### config.mk
export PLATFORM = sky130hd
export DESIGN_NAME = opc5_uart_mmio
export DESIGN_NICKNAME = d
export VERILOG_FILES = /design/src/rtl/opc5_uart_mmio.sv
export SDC_FILE = /design/constraint.sdc
export NUM_CORES = 1
export LEC_CHECK = 0
export BUFFER_PORTS_ARGS = -buffer_cell sky130_fd_sc_hd__buf_2
export CAP_MARGIN = 15
export CORE_MARGIN = 1.5
export CORE_UTILIZATION = 55
export CTS_CLUSTER_DIAMETER = 60
export DETAILED_ROUTE_END_ITERATION = 7
export PLACE_DENSITY = 0.76
export SLEW_MARGIN = 5
export SYNTH_ARGS = -nofsm -noshare
export SYNTH_HDL_FRONTEND = slang
export SYNTH_SLANG_ARGS = --single-unit
### constraint.sdc
create_clock -name clk -period 4.2 [get_ports clk]
set_input_delay 0.42 -clock clk [delete_from_list [all_inputs] [get_ports clk]]
set_output_delay 0.42 -clock clk [all_outputs]
set_load 0.1 [all_outputs]
### src/rtl/opc5_uart_mmio.sv
// OPC5 memory-mapped UART: byte transmitter, byte receiver with a small RX FIFO,
// sticky error flags and an RX interrupt. Reads are combinational for the CPU's one-cycle read.
module opc5_uart_mmio #(
    parameter logic [15:0] BASE_ADDR = 16'hFE00,
    parameter int          CLK_DIV   = 434,
    parameter int          RX_DEPTH  = 4
) (
    input  logic        clk,
    input  logic        reset,
    input  logic [15:0] address,
    input  logic        rnw,
    input  logic [15:0] data_in,
    output logic [15:0] data_out,
    output logic        data_oe,
    input  logic        rxd,
    output logic        txd,
    output logic        irq
);
    localparam int CW  = $clog2(CLK_DIV);
    localparam int PW  = $clog2(RX_DEPTH);
    localparam int PW1 = PW + 1;
    localparam logic [CW-1:0]  DIV_M1  = CW'(CLK_DIV - 1);
    localparam logic [CW-1:0]  HALF_M1 = CW'(CLK_DIV / 2 - 1);
    localparam logic [CW-1:0]  CNT_ONE = CW'(1);
    localparam logic [PW1-1:0] DEPTH_C = PW1'(RX_DEPTH);
    localparam logic [PW1-1:0] CNT1    = PW1'(1);
    localparam logic [PW-1:0]  PTR1    = PW'(1);

    typedef enum logic [1:0] {IDLE, START, DATA, STOP} uart_state_t;

    logic sel, wr_tx, wr_stat, rd_rx;
    logic unused_bits;

    assign sel         = (address[15:2] == BASE_ADDR[15:2]);
    assign data_oe     = sel & rnw;
    assign wr_tx       = sel & ~rnw & (address[1:0] == 2'd0);
    assign wr_stat     = sel & ~rnw & (address[1:0] == 2'd2);
    assign rd_rx       = sel & rnw & (address[1:0] == 2'd1);
    assign unused_bits = ^data_in[15:8];

    // ---------------- transmitter ----------------
    uart_state_t   tx_state_reg, tx_state_next;
    logic [CW-1:0] tx_cnt_reg, tx_cnt_next;
    logic [2:0]    tx_bit_reg, tx_bit_next;
    logic [7:0]    tx_shift_reg, tx_shift_next;
    logic          txd_reg, txd_next;
    logic          tx_busy;

    assign tx_busy = (tx_state_reg != IDLE);
    assign txd     = txd_reg;

    always_ff @(posedge clk or posedge reset) begin
        if (reset) begin
            tx_state_reg <= IDLE;
            tx_cnt_reg   <= '0;
            tx_bit_reg   <= '0;
            tx_shift_reg <= '0;
            txd_reg      <= 1'b1;
        end else begin
            tx_state_reg <= tx_state_next;
            tx_cnt_reg   <= tx_cnt_next;
            tx_bit_reg   <= tx_bit_next;
            tx_shift_reg <= tx_shift_next;
            txd_reg      <= txd_next;
        end
    end

    always_comb begin
        tx_state_next = tx_state_reg;
        tx_cnt_next   = tx_cnt_reg;
        tx_bit_next   = tx_bit_reg;
        tx_shift_next = tx_shift_reg;
        txd_next      = txd_reg;
        case (tx_state_reg)
            IDLE: begin
                if (wr_tx) begin
                    tx_state_next = START;
                    tx_shift_next = data_in[7:0];
                    tx_cnt_next   = DIV_M1;
                    txd_next      = 1'b0;
                end
            end
            START: begin
                if (tx_cnt_reg == '0) begin
                    tx_state_next = DATA;
                    tx_cnt_next   = DIV_M1;
                    tx_bit_next   = 3'd0;
                    txd_next      = tx_shift_reg[0];
                end else begin
                    tx_cnt_next = tx_cnt_reg - CNT_ONE;
                end
            end
            DATA: begin
                if (tx_cnt_reg == '0) begin
                    tx_cnt_next = DIV_M1;
                    if (tx_bit_reg == 3'd7) begin
                        tx_state_next = STOP;
                        txd_next      = 1'b1;
                    end else begin
                        tx_bit_next   = tx_bit_reg + 3'd1;
                        tx_shift_next = {1'b0, tx_shift_reg[7:1]};
                        txd_next      = tx_shift_reg[1];
                    end
                end else begin
                    tx_cnt_next = tx_cnt_reg - CNT_ONE;
                end
            end
            STOP: begin
                if (tx_cnt_reg == '0) tx_state_next = IDLE;
                else                  tx_cnt_next   = tx_cnt_reg - CNT_ONE;
            end
        endcase
    end

    // ---------------- receiver ----------------
    logic          rx_meta_reg, rs_reg, rs_prev_reg;
    uart_state_t   rx_state_reg, rx_state_next;
    logic [CW-1:0] rx_cnt_reg, rx_cnt_next;
    logic [2:0]    rx_bit_reg, rx_bit_next;
    logic [7:0]    rx_shift_reg, rx_shift_next;
    logic          rx_done;

    always_ff @(posedge clk or posedge reset) begin
        if (reset) begin
            rx_meta_reg  <= 1'b1;
            rs_reg       <= 1'b1;
            rs_prev_reg  <= 1'b1;
            rx_state_reg <= IDLE;
            rx_cnt_reg   <= '0;
            rx_bit_reg   <= '0;
            rx_shift_reg <= '0;
        end else begin
            rx_meta_reg  <= rxd;
            rs_reg       <= rx_meta_reg;
            rs_prev_reg  <= rs_reg;
            rx_state_reg <= rx_state_next;
            rx_cnt_reg   <= rx_cnt_next;
            rx_bit_reg   <= rx_bit_next;
            rx_shift_reg <= rx_shift_next;
        end
    end

    // Only a fresh high-to-low edge starts a frame, so a line stuck low never retriggers.
    always_comb begin
        rx_state_next = rx_state_reg;
        rx_cnt_next   = rx_cnt_reg;
        rx_bit_next   = rx_bit_reg;
        rx_shift_next = rx_shift_reg;
        rx_done       = 1'b0;
        case (rx_state_reg)
            IDLE: begin
                if (rs_prev_reg && !rs_reg) begin
                    rx_state_next = START;
                    rx_cnt_next   = HALF_M1;
                end
            end
            START: begin
                if (rx_cnt_reg == '0) begin
                    if (!rs_reg) begin
                        rx_state_next = DATA;
                        rx_cnt_next   = DIV_M1;
                        rx_bit_next   = 3'd0;
                    end else begin
                        rx_state_next = IDLE;
                    end
                end else begin
                    rx_cnt_next = rx_cnt_reg - CNT_ONE;
                end
            end
            DATA: begin
                if (rx_cnt_reg == '0) begin
                    rx_shift_next = {rs_reg, rx_shift_reg[7:1]};
                    rx_cnt_next   = DIV_M1;
                    if (rx_bit_reg == 3'd7) rx_state_next = STOP;
                    else                    rx_bit_next   = rx_bit_reg + 3'd1;
                end else begin
                    rx_cnt_next = rx_cnt_reg - CNT_ONE;
                end
            end
            STOP: begin
                if (rx_cnt_reg == '0) begin
                    rx_done       = 1'b1;
                    rx_state_next = IDLE;
                end else begin
                    rx_cnt_next = rx_cnt_reg - CNT_ONE;
                end
            end
        endcase
    end

    // ---------------- RX FIFO and status ----------------
    logic [7:0]     fifo_mem [RX_DEPTH];
    logic [PW-1:0]  wr_ptr_reg, rd_ptr_reg;
    logic [PW1-1:0] count_reg, count_next;
    logic           overrun_reg, frame_err_reg, irq_reg;
    logic           rx_avail, rx_full, pop, push, overrun_set, frame_set;

    assign rx_avail    = (count_reg != '0);
    assign rx_full     = (count_reg == DEPTH_C);
    assign pop         = rd_rx & rx_avail;
    assign push        = rx_done & rs_reg & (~rx_full | pop);
    assign overrun_set = rx_done & rs_reg & rx_full & ~pop;
    assign frame_set   = rx_done & ~rs_reg;
    assign irq         = irq_reg;

    always_comb begin
        count_next = count_reg;
        if (push && !pop)      count_next = count_reg + CNT1;
        else if (!push && pop) count_next = count_reg - CNT1;
    end

    always_ff @(posedge clk) begin
        if (push) fifo_mem[wr_ptr_reg] <= rx_shift_reg;
    end

    always_ff @(posedge clk or posedge reset) begin
        if (reset) begin
            wr_ptr_reg    <= '0;
            rd_ptr_reg    <= '0;
            count_reg     <= '0;
            overrun_reg   <= 1'b0;
            frame_err_reg <= 1'b0;
            irq_reg       <= 1'b0;
        end else begin
            if (push) wr_ptr_reg <= wr_ptr_reg + PTR1;
            if (pop)  rd_ptr_reg <= rd_ptr_reg + PTR1;
            count_reg     <= count_next;
            overrun_reg   <= overrun_set | (overrun_reg & ~(wr_stat & data_in[3]));
            frame_err_reg <= frame_set | (frame_err_reg & ~(wr_stat & data_in[4]));
            irq_reg       <= (count_next != '0);
        end
    end

    always_comb begin
        data_out = 16'h0000;
        if (data_oe) begin
            case (address[1:0])
                2'd1: if (rx_avail) data_out = {8'h00, fifo_mem[rd_ptr_reg]};
                2'd2: data_out = {11'b0, frame_err_reg, overrun_reg, rx_full, rx_avail, tx_busy};
                default: data_out = 16'h0000;
            endcase
        end
    end
endmodule

# Word level (Yosys, flattened, before mapping)
# Memory sizes are Yosys's and may differ from the RTL's.
# Cells that the tools add are included.
[classes]
add_sub_neg = 8
n_eq_ne = 28
muxes = 50
bitwise_logic = 24
reduce_logical = 28
[op_table]
columns = ["cell", "n"]
rows = [
  ["two-way mux 9 bit", 8],
  ["one-hot mux 9 bit (4 select lines)", 1],
  ["two-way mux 8 bit", 4],
  ["one-hot mux 16 bit (2 select lines)", 1],
  ["!= test 2 bit (second input constant)", 15],
  ["two-way mux 3 bit", 9],
  ["one-hot mux 9 bit (3 select lines)", 1],
  ["two-way mux 2 bit", 11],
  ["zero test 9 bit", 2],
  ["subtractor 9 x 1 -> 9 bit (second input constant)", 2],
  ["two-way mux 16 bit", 1],
  ["one-hot mux 2 bit (4 select lines)", 2],
  ["one-hot mux 8 bit (2 select lines)", 1],
  ["AND 1 bit", 15],
  ["AND reduction 5 bit", 3],
  ["== test 14 bit (second input constant)", 1],
  ["one-hot mux 3 bit (2 select lines)", 2],
  ["AND reduction 4 bit", 3],
  ["== test 2 bit (second input constant)", 5],
  ["adder 3 x 1 -> 3 bit (second input constant)", 3],
  ["== test 3 bit (second input constant)", 3],
  ["nonzero test 3 bit", 3],
  ["two-way mux 1 bit", 8],
  ["nonzero test 2 bit", 4],
  ["13 further kinds", 30],
]
[word_totals]
regBits = 58
ramBits = 32
in_bits = 36
output_inout_bits = 19
wordCells = 157
n_memories = 1
[mem_list]
columns = ["name", "words", "width", "rd", "rd_clocked_by_memory_dff", "wr", "line", "source"]
rows = [
  ["fifo_mem", 4, 8, 1, 0, 1, "192", "logic [7:0] fifo_mem [RX_DEPTH];"],
]

# Logic depth before layout (Yosys ltp)
[logic_depth]
word_depth = 11
mapped_depth = 10
mapped_depth_nobuf = 8

# Least setup slack after synthesis
# No wires, ideal clock.
[synth_path]
kind = "input -> output"
from = "input address[3]"
to = "output data_out[5]"
arrival_time_ns = 5.644
required_ns = 3.780
slack_ns = -1.864
path_stages = 4
path_buffers = 0
path_cell_list = "or4_4 nor4_2 nand2_1 nor3b_1"
[synth_via]
elab_chain_len = 3
[synth_rtl]
columns = ["element", "line", "source"]
rows = [
  ["start, declared", "10", "input logic [15:0] address,"],
  ["== test 14 bit", "34", "assign sel = (address[15:2] == BASE_ADDR[15:2]);"],
  ["AND 1 bit", "35", "assign data_oe = sel & rnw;"],
  ["named net data_oe", "14", "output logic data_oe,"],
  ["two-way mux 16 bit", "236", "if (data_oe) begin"],
  ["end, declared", "13", "output logic [15:0] data_out,"],
]
# The timed path passes the listed nets, and every way through them passes these cells.

# Worst setup path in the final report
[layout_path]
from = "register rx_cnt_reg[0]"
to = "memory fifo_mem[3][6] (enable)"
[layout_via]
elab_chain_len = 7
[layout_rtl]
columns = ["element", "line", "source"]
rows = [
  ["start, declared", "118", "logic [CW-1:0] rx_cnt_reg, rx_cnt_next;"],
  ["start signal, assigned", "137", "rx_cnt_reg <= rx_cnt_next;"],
  ["zero test 9 bit", "181", "if (rx_cnt_reg == '0) begin"],
  ["two-way mux 1 bit", "181", ""],
  ["two-way mux 1 bit", "150", "case (rx_state_reg)"],
  ["AND 1 bit (2 in a row)", "201", "assign push = rx_done & rs_reg & (~rx_full | pop);"],
  ["two-way mux 1 bit", "213", "if (push) fifo_mem[wr_ptr_reg] <= rx_shift_reg;"],
  ["two-way mux 1 bit (implied by the code)", "213", ""],
  ["end, declared", "192", ""],
]
# No other way between the ends.

==> impl_metrics.env <==
export IMPL_design_final_nets=508
export IMPL_numCtsBuffers=9
export IMPL_ant_nets=0
export IMPL_timing_critical_path_arrival_ns=3.20
export IMPL_placedCellCount=540
export IMPL_place_port_buffers=38
export IMPL_synth_enable_flop_cells=32
export IMPL_max_slew_worst_pin_slew_ns=0.845
export IMPL_dieHeight_um=94.8
export IMPL_syn2layout_area_growth_pct=9.75
export IMPL_grt_setup_unrepaired="no"
export IMPL_initial_utilization=0.566
export IMPL_route_final_wire_length_mm=8.96
export IMPL_switching_power_uw=1220
export IMPL_timing_critical_path_from_type="flip-flop"
export IMPL_num_io_pins=55
export IMPL_maxSlewViolCount=0
export IMPL_largest_register_ffs=32
export IMPL_drt_met1_wl_mm=3.98
export IMPL_reg_clk_slew_reported_paths_ns=0.09
export IMPL_placement_rows=33
export IMPL_antenna_cells=0
export IMPL_cts_tree="yes"
export IMPL_hold_violations=0
export IMPL_wl_met3_um=454
export IMPL_timing_clock_skew_ns=0.0114
export IMPL_power_share_of_the_combinational_group=0.415
export IMPL_dr_wl_met2_mm=4.32
export IMPL_max_slew_margin=0.434
export IMPL_clock_fmax_ghz=0.313
export IMPL_netlist_cell_type_count=62
export IMPL_seq_power_share=0.408
export IMPL_ff2ff_path_depth=6
export IMPL_top_layer_in_use="met4"
export IMPL_placed_area_sq_mm=0.00490
export IMPL_post_route_cells_drive_above_1_share=0.173
export IMPL_outcome="completed"
export IMPL_setup_viol=0
export IMPL_global_route_overflow_total=0
export IMPL_switching_share=0.402
export IMPL_post_cts_setup_buffer_count=0
export IMPL_post_cts_resized=0
export IMPL_synth_ff_latch_count=90
export IMPL_total_power_uw=3040
export IMPL_global_route_wire_length_before_repair_mm=14.6
export IMPL_clkLatencyLatePin_ns=0.36
export IMPL_final_period_util=0.760
export IMPL_drt_vias_per_instance=5.77
export IMPL_die_area_sq_mm=0.00898
export IMPL_detailedRoute_firstPassIterationCount=4
export IMPL_final_cell_area_sq_mm=0.00508
export IMPL_hpwl_mm=6.41
export IMPL_worst_ep_required_time_ns=4.20
export IMPL_clock_power_share=0.177
export IMPL_track_usage=0.216
export IMPL_crit_fanout=11
export IMPL_setup_worst_path_end_class="flip-flop"
export IMPL_power_report_internal_total_uw=1820
export IMPL_hp_class="input port to async pin"
export IMPL_ys_flop_type="dfrtp_1"
export IMPL_core_area_sq_mm=0.00818
export IMPL_die_width_um=94.8
export IMPL_postSynthCellCount=409
export IMPL_mappedNetlistArea_sq_mm=0.00463
export IMPL_postCtsHoldBufs=0
export IMPL_h_tree_levels=3
export IMPL_final_instance_count_excl_fill=556
export IMPL_synth_yosys_warnings=0
export IMPL_detail_route_iter0_violations=118
export IMPL_antenna_found_initial=0
export IMPL_grt_pass1_vias=3128
export IMPL_clk_path_buf_depth=2
export IMPL_routabilityCongestion=0.881
export IMPL_maximum_number_of_pins_on_one_net_before_global_route_repair=31
export IMPL_root_buffer="clkbuf_8"
export IMPL_proportion_of_synthesized_flip_flops_having_asynchronous_set_or_reset=0.644
export IMPL_powerDensity_mw_per_mm2=599
export IMPL_drt_drc_violations_left=0
export IMPL_maxCapViolCount=0
export IMPL_post_drt_wl_per_cell_um=16.1
export IMPL_max_vdd_ir_drop_v=0.000358
export IMPL_synth_seq_area_share=0.522
export IMPL_postSynthAreaPerCell_sq_um=11.3
export IMPL_power_leakage_uw=0.00212
export IMPL_min_tclk_post_route_ns=3.19
export IMPL_num_vias=3209
export IMPL_tritoncts_num_sinks=90
export IMPL_start_to_end_type_of_the_worst_setup_path="flip-flop to flip-flop"
==> cells by family after synthesis <==
logic type,synth area share
xor+xnor,0.0113
simple gates,0.122
mux,0.0778
fa+ha+maj,0.0703
other cells,0.000810
flops,0.522
compound gates,0.147
buf+inv,0.0481
==> power by group through the flow <==
| stage | combinational, uW | sequential, uW | clock [uW] |
|---|---|---|---|
| after global routing | 1410 | 1270 | 587 |
| final | 1260 | 1240 | 540 |
| after floorplan | 964 | 1290 | 0 |
| after global placement | 1210 | 1250 | 0 |
| after detailed placement | 1250 | 1260 | 0 |
| after CTS | 1260 | 1240 | 553 |
==> cells in the mapped netlist (5+ instances only) <==
cell type | count | share of area
o22a_1 | 8 | 0.015
mux4_2 | 8 | 0.039
nor3b_1 | 5 | 0.0081
o21ai_1 | 35 | 0.038
nor2_1 | 20 | 0.016
nand3_1 | 11 | 0.012
a22o_1 | 5 | 0.0095
edfxtp_1 | 32 | 0.21
nor3_1 | 8 | 0.0086
buf_4 | 10 | 0.016
and2_1 | 7 | 0.0095
a31oi_1 | 5 | 0.0068
mux2i_1 | 9 | 0.019
xnor2_1 | 6 | 0.011
nand2_1 | 26 | 0.021
mux2_1 | 7 | 0.017
inv_1 | 25 | 0.020
a21oi_1 | 23 | 0.025
ha_1 | 26 | 0.070
dfrtp_1 | 54 | 0.29
clkbuf_1 | 6 | 0.0049
==> per-stage QoR <==
stage | worst slack, ns | setup TNS, ns | hold slack [ns] | util
6_report | 1.01 | 0 | 0.127 | 0.622
5_1_grt | 0.611 | 0 | 0.140 | 0.622
4_1_cts | 1.06 | 0 | 0.142 | 0.622
3_5_place_dp | 0.965 | 0 | 0.351 | 0.600
3_3_place_gp | 1.03 | 0 | 0.346 | 0.600
2_1_floorplan | -0.173 | -0.947 | 0.345 | -
==> path summary, 6_finish.rpt <==
kind                            slack, ns         endpoint           from
worst min-delay path                 0.13  tx_shift_reg[7]          reset
min in group clk                     0.16      rx_meta_reg            rxd
worst max register to register       1.01   fifo_mem[3][6]  rx_cnt_reg[0]
worst min register to register       0.36           rs_reg    rx_meta_reg
worst max-delay path                 1.01   fifo_mem[3][6]  rx_cnt_reg[0]
max in group asynchronous            3.21           rs_reg          reset
==> cell usage in the layout (no fill, tap or decap), types with 4 or more instances in the layout <==
cell type,count
nor2b_1,4
mux2_1,7
mux2i_1,9
nand2_1,26
o21ai_0,4
nand3_1,11
ha_1,26
xnor2_1,6
inv_1,24
a21oi_1,23
dfstp_2,4
clkbuf_8,9
nand2b_1,4
o22a_1,8
nor2_1,20
buf_2,38
a22o_1,5
mux4_2,8
nor3_1,6
clkbuf_1,4
dfrtp_1,54
a31oi_1,5
edfxtp_1,32
o21ai_1,35
conb_1,8
and2_1,7
==> layer usage <==
layer,up-vias,track usage
met2,78,0.349
met3,16,0.0491
met1,1555,0.283
li1,1560,-
met5,-,0
met4,0,0.0846
==> critical path, cell delays in order (launching register included) <==
cell and delay, ns:
dfrtp_1 0.42, inv_1 0.10, ha_1 0.14, nor4b_1 0.59, nand4_1 0.34, a31oi_1 0.72
and2_1 0.53
==> cell type report <==
type                            instances  area [sq um]
Fill cell                             643          3090
Sequential cell                        90          2420
Multi-Input combinational cell        278          2050
Timing Repair Buffer                   41           213
Clock buffer                           14           164
Tap cell                              105           131
Inverter                               26          97.6
Clock inverter                          2          13.8
(Power assumes the default switching activity.)
